--- config.mk ---
export PLATFORM = sky130hd
export DESIGN_NAME = prog_mem_loader
export DESIGN_NICKNAME = d
export VERILOG_FILES = /design/src/rtl/prog_mem_loader.sv
export SDC_FILE = /design/constraint.sdc
export NUM_CORES = 2
export LEC_CHECK = 0
export BUFFER_PORTS_ARGS = -buffer_cell sky130_fd_sc_hd__buf_2
export CORE_AREA = 2 2 596 598
export CTS_BUF_LIST = sky130_fd_sc_hd__clkbuf_16
export DETAILED_ROUTE_END_ITERATION = 10
export DIE_AREA = 0 0 598 600
export PLACE_DENSITY_LB_ADDON = 0.2
export REMOVE_ABC_BUFFERS = 1
export SYNTH_ARGS = -nofsm -noshare
export SYNTH_HDL_FRONTEND = slang
export SYNTH_SLANG_ARGS = --single-unit
--- constraint.sdc ---
create_clock -name clk -period 18.2 [get_ports clk]
set_clock_uncertainty 0.1 [all_clocks]
set_input_delay 2.73 -clock clk [delete_from_list [all_inputs] [get_ports clk]]
set_output_delay 2.73 -clock clk [all_outputs]
set_load 0.02 [all_outputs]
--- src/rtl/prog_mem_loader.sv ---
// Program memory for the CPU fetch bus, filled from a big-endian byte stream.
// The CPU is held until the load finishes, then fetches see one cycle of read latency.
module prog_mem_loader #(
   parameter int ADDR_W = 8,
   parameter int DATA_W = 16
) (
   input  logic              clk,
   input  logic              rst,
   input  logic [15:0]       address,
   output logic [DATA_W-1:0] data_out,
   input  logic              ld_valid,
   input  logic [7:0]        ld_byte,
   input  logic              ld_last,
   output logic              ld_ready,
   input  logic              reload,
   output logic              cpu_run,
   output logic [ADDR_W:0]   load_count,
   output logic              overflow
);

   localparam int DEPTH = 2 ** ADDR_W;

   typedef enum logic [1:0] {LOAD_HI, LOAD_LO, RUN} state_t;

   state_t              state_reg, state_next;
   logic [ADDR_W-1:0]   wr_ptr_reg;
   logic [7:0]          hi_reg;
   logic [ADDR_W:0]     load_count_reg;
   logic                overflow_reg;
   logic [DATA_W-1:0]   data_reg;
   logic [DATA_W-1:0]   mem [DEPTH];

   logic                accept;
   logic                full;
   logic                in_range;
   logic                wr_en;
   logic                set_overflow;
   logic [DATA_W-1:0]   wr_data;

   assign ld_ready   = !rst && (state_reg != RUN);
   assign accept     = ld_valid && ld_ready;
   assign full       = &wr_ptr_reg;
   // load_count never exceeds DEPTH, so this also rejects any high address bit
   assign in_range   = 32'(address) < 32'(load_count_reg);
   assign cpu_run    = (state_reg == RUN);
   assign load_count = load_count_reg;
   assign overflow   = overflow_reg;
   assign data_out   = data_reg;

   always_comb begin
      state_next   = state_reg;
      wr_en        = 1'b0;
      set_overflow = 1'b0;
      wr_data      = {hi_reg, ld_byte};
      case (state_reg)
         LOAD_HI: begin
            if (accept) begin
               if (ld_last) begin
                  wr_en      = 1'b1;
                  wr_data    = {ld_byte, 8'h00};
                  state_next = RUN;
               end else begin
                  state_next = LOAD_LO;
               end
            end
         end
         LOAD_LO: begin
            if (accept) begin
               wr_en = 1'b1;
               if (ld_last || full) begin
                  state_next   = RUN;
                  set_overflow = full && !ld_last;
               end else begin
                  state_next = LOAD_HI;
               end
            end
         end
         RUN: begin
            if (reload) state_next = LOAD_HI;
         end
         default: state_next = LOAD_HI;
      endcase
   end

   always_ff @(posedge clk) begin
      if (rst) begin
         state_reg      <= LOAD_HI;
         wr_ptr_reg     <= '0;
         load_count_reg <= '0;
         overflow_reg   <= 1'b0;
         hi_reg         <= '0;
      end else begin
         state_reg <= state_next;
         if (state_reg == LOAD_HI && accept) hi_reg <= ld_byte;
         if (wr_en) begin
            wr_ptr_reg     <= wr_ptr_reg + 1'b1;
            load_count_reg <= (ADDR_W+1)'(wr_ptr_reg) + 1'b1;
         end
         if (set_overflow) overflow_reg <= 1'b1;
         if (state_reg == RUN && reload) begin
            wr_ptr_reg     <= '0;
            load_count_reg <= '0;
            overflow_reg   <= 1'b0;
         end
      end
   end

   always_ff @(posedge clk) begin
      if (wr_en) mem[wr_ptr_reg] <= wr_data;
   end

   // Registered read; zero outside RUN, on reload, and beyond the loaded program
   always_ff @(posedge clk) begin
      if (rst) begin
         data_reg <= '0;
      end else if (state_reg == RUN && !reload && in_range) begin
         data_reg <= mem[address[ADDR_W-1:0]];
      end else begin
         data_reg <= '0;
      end
   end

endmodule

---- Word-level counts from Yosys, hierarchy flattened ----
Memory sizes are Yosys's and may differ from the RTL's. A register that Yosys moved wholly into a read port is not among the register bits.
Cells that the tools add are included.
storage, ports and cells
  bits in registers ....................... 28
  memory bits (writable) .................. 4096
  output and inout bits ................... 28
  logic and storage cells ................. 50
  memories kept ........................... 1
memories
  name  depth  bits a word  read ports  clocked after Yosys merged registers in  write ports  RTL line  text
  mem   256    16           1           1                                        1            31        logic [DATA_W-1:0] mem [DEPTH];
operators by class
  add/sub/neg operators ................... 2
  magnitude comparators ................... 1
  eq/ne operators ......................... 6
  mux-type cells .......................... 18
  bitwise logic cells ..................... 1
  reductions and logical operators ........ 16
operators by type and width
  kind                 count
  $mux 16              3
  $lt 16x9->1          1
  $mux 2               5
  $add 8x1->9 const B  1
  $add 8x1->8 const B  1
  $mux 1               8
  $ne 2x2->1 const B   4
  $reduce_and 8->1     1
  $logic_and 1x1->1    7
  $pmux 2 s3           1
  $reduce_or 2->1      2
  $logic_not 1->1      3
  $reduce_and 3->1     1
  $eq 2x1->1 const B   1
  $eq 2x2->1 const B   1
  $logic_not 2->1      1
  $pmux 1 s2           1
  $logic_or 1x1->1     1
  $not 1->1            1

---- Logic depth before layout (Yosys ltp) ----
  depth after elaboration ................. 7
  mapped depth ............................ 12
  mapped depth without buffers ............ 8

---- Least setup slack after synthesis ----
OpenSTA, ideal clock, no wires.
  path kind ............................... input-to-reg
  from .................................... input port rst
  to ...................................... memory mem[0][0], data pin
  library setup time ...................... 868 ps
  arrival ................................. 6835 ps
  required time ........................... 17232 ps
  slack ................................... 10397 ps
  stages on the path ...................... 6
  cell sequence ........................... nor2_1 > nand2_1 > nor2_1 > nand2_1 > clkbuf_1 > and2_1
on the way
  longest elaborated chain between the ends .. 5
RTL lines
  what                  RTL line  text
  start, declared       8         input logic rst,
  $logic_not 1->1       40        assign ld_ready = !rst && (state_reg != RUN);
  $logic_and 1x1->1     40
  $logic_and 1x1->1     41        assign accept = ld_valid && ld_ready;
  $mux 16               57        if (accept) begin
  $mux 16               55        case (state_reg)
  named net wr_data[0]  38        logic [DATA_W-1:0] wr_data;
  end, declared         31
The timed path passes the listed nets, and every way through them passes these cells.

---- Worst setup path in the final report ----
  from .................................... input port address[0]
  to ...................................... register data_reg[10] (netlist: data_out[10]) (read register of mem)
on the way
  longest elaborated chain between the ends .. 4
RTL lines
  what                              RTL line  text
  start, declared                   9         input logic [15:0] address,
  $lt 16x9->1                       44        assign in_range = 32'(address) < 32'(load_count_reg);
  $logic_and 1x1->1                 116       end else if (state_reg == RUN && !reload && in_range) begin
  $not 1->1 (no source line)        n/a
  $reduce_or 2->1 (no source line)  n/a
  end, declared                     30        logic [DATA_W-1:0] data_reg;
Parallel ways exist; a longest one is shown, timed or not.
A chain may end at the register's enable or synchronous reset.

==> impl_metrics.toml <==
[status]
status = "complete, no violations"

[worst_setup_path]
regToRegSetupSlack_ps = 12730
cp_max_fo = 83
crit_path_top_delay_cell = "a211oi_1"
arrival_ps = 8670
ff2ff_path_depth = 7
cp_slowest_stage_delay_ps = 1070
rr_endpoint = "mem[39][9]"
end_kind = "flip-flop"
required_ps = 19010
crit_path_cell_trace = "buf_12 -> buf_4 -> buf_12 -> buf_4 -> mux4_2 -> mux2i_1 -> a211oi_1 -> nand2_1 -> a2111oi_1 -> buf_4 -> or4_1"
reg2reg_from = "state_reg[1]"
crit_top_cell = "buf_4"
worst-setup-path-type = "in2reg"
start_kind = "input port"

[power]
netSwitchingFraction_pct = 21.34
clkPwrFrac_pct = 42.4
p_int_w = 0.01558
combPwrFrac_pct = 4.5
p_per_area_nw_per_um2 = 110.7
p_leak_nw = 57.18
vdd_drop_max_mv = 0.09114
p_switching_w = 0.004226
pwr-share-seq_pct = 53.1

[clock_tree]
hold_buffers = 0
ctsResizeCount = 0
cts_root_buffer = "clkbuf_16"
cts_buffer_depth = 4
htree_levels = 5
clock_sinks = 4132
worstSkewPairLatency_ps = 970
cts_buffers = 418
cts_tree = "yes"
post_cts_buffers = 0
clk_pin_slew_ps = 60

[placement]
dp_hpwl_mm = 251.4
io_buffers = 56
gp_congestion = 0.8409
post_dp_cell_area_um2 = 165400

[route]
drt_iter0_drc = 9717
vias = 77480
wl_per_cell_um = 33.64
antenna_left = 0
first_pass_iters = 6
drc_errors = 0
via_per_inst = 6.121
routed_wirelength_mm = 425.8

[floorplanning]
die_area_um2 = 358800
die_h_um = 600
core_area_um2 = 351900
initial_core_util_pct = 44.83
io_pins = 57
num_rows = 218
dieWidth_um = 598

[logic_synthesis]
seq_area_frac_synth_pct = 78.44
synth_warnings = 0
synth-seq-cells = 4132
netlist_area_um2 = 157700
syn_avg_cell_area_um2 = 21.94
ys_types = 57
synth-edff-count = 4096
yosys_most_used_dff = "edfxtp_1"
synthArstFlopShare_pct = 0
synth_cells = 7189

[run]
maxCapViolations = 0

[grt]
grt_use_met2_pct = 38.18
grt_pass1_wl_mm = 598.8
track_usage_pct = 23.61
top_usage_layer = "met2"
grt_max_degree = 121
grtUsageMet1_pct = 33.22
grt_pass1_vias = 77500
grtUsageMet3_pct = 3.944
grt.overflow.total = 0
antenna_found_initial = 30

[sta]
max_slew.worst_pin.slew_ps = 1329
timing.slew.headroom_pct = 11.09
slew_viol_final = 0
hold_viol = 0
finalCritPeriodShare_pct = 43.20
min_period_ps = 7862
finalSetupTns_ps = 0
setup_viol = 0
grt_setup_unrepaired = "no"
fmax_ghz = 0.1272

[cells_and_area]
drive_gt1_share_pct = 25.88
final_common_cell = "edfxtp_1"
finish.instance_area_um2 = 179000
area_growth_pct = 13.46
largest_register_ff_count = 4096
final_nets = 7687
layout_common_cells = "edfxtp_1 (4096), mux4_2 (893), clkbuf_16 (428), buf_4 (398), mux2i_1 (357)"

[hold_path]
hold_depth = 2
min-delay-start = "hi_reg[1]"
min_path_type = "reg2reg"
hold_path_end = "hi_reg[1]"
-- per-stage QoR --
step                instances  hold WS (ps)  total power [W]  setup WS [ps]  util [%]
global route            12650         400.2          0.02033           9873     50.85
floorplan                6766         326.8          0.01116           8689         -
detailed placement      11850         371.2          0.01162           9183     47.02
global placement        11850         351.8          0.01160           9027     47.01
finish                  12660         377.7          0.01980          10340     50.86
CTS                     12620         379.1          0.01994          10220     50.83
-- how the worst max path moves through the flow --
| stage | startpoint | depth (start not counted) | endpoint | slack, ps |
|---|---|---|---|---|
| 3_5_place_dp | address[0] | 12 | data_out[10] | 9180 |
| 2_1_floorplan | address[4] | 5 | data_out[0] | 8690 |
| 5_1_grt | address[0] | 12 | data_out[10] | 9870 |
| 3_3_place_gp | address[0] | 12 | data_out[10] | 9030 |
| 4_1_cts | address[0] | 12 | data_out[10] | 10220 |
| 6_report | address[0] | 11 | data_out[10] | 10340 |
-- layer usage --
metal  part of all wire, %  vias to the layer above  wire, um
met1                    41                    42070    172500
met4                   3.0                        8     12930
li1                      -                    31410         -
met2                    48                     3409    204700
met3                   8.4                      588     35570
met5                 0.011                        -        47
-- cell usage after synthesis, types with 65 or more instances --
| library cell | number | share of area (%) |
|---|---|---|
| a22o_1 | 65 | 0.36 |
| nand2_1 | 170 | 0.40 |
| mux4_2 | 893 | 13 |
| o221ai_1 | 114 | 0.63 |
| edfxtp_1 | 4096 | 78 |
| mux2i_1 | 357 | 2.3 |
| a21oi_1 | 67 | 0.21 |
| buf_2 | 163 | 0.52 |
| a211oi_1 | 88 | 0.42 |
| a22oi_1 | 107 | 0.51 |
| nor2_1 | 304 | 0.72 |
| clkbuf_1 | 189 | 0.45 |
| o22ai_1 | 85 | 0.34 |
-- cells by family (layout without fill, tap and decap cells) --
logic type / Yosys count / in the layout / share of synthesized area, %
adders and majority gates: 12 / 12 / 0.09519
DFF: 4132 / 4132 / 78.44
buffers and inverters: 437 / 1247 / 1.268
AOI/OAI and AO/OA: 616 / 616 / 2.855
other: 0 / 39 / 0
and+or+nand+nor: 684 / 684 / 1.927
xor gates and xnor gates: 7 / 7 / 0.03887
muxes: 1301 / 1301 / 15.38
-- critical path: cells and delay by family --
family	cells	cell delay, ps
buffers and inverters	5	2610
AOI/OAI and AO/OA	2	1900
muxes	2	510
and+or+nand+nor	2	430
-- cell type report --
type	instances	area, um2
diodes	39	97.59
inverters	14	52.55
flip-flops and latches	4132	123700
clock buffers	428	10710
multi-input cells	2620	32450
clock inverters	345	2710
fillers	27780	172900
well taps	4620	5781
repair buffers	460	3443
-- power by group through the flow --
stage	Sequential [W]	Clock (W)	Combinational, W
floorplan	0.0107	0	0.000419
global placement	0.0107	0	0.000888
detailed placement	0.0107	0	0.000906
CTS	0.0105	0.00853	0.000906
global route	0.0105	0.00888	0.000943
finish	0.0105	0.00840	0.000896
Power figures use the tool's default switching activity.
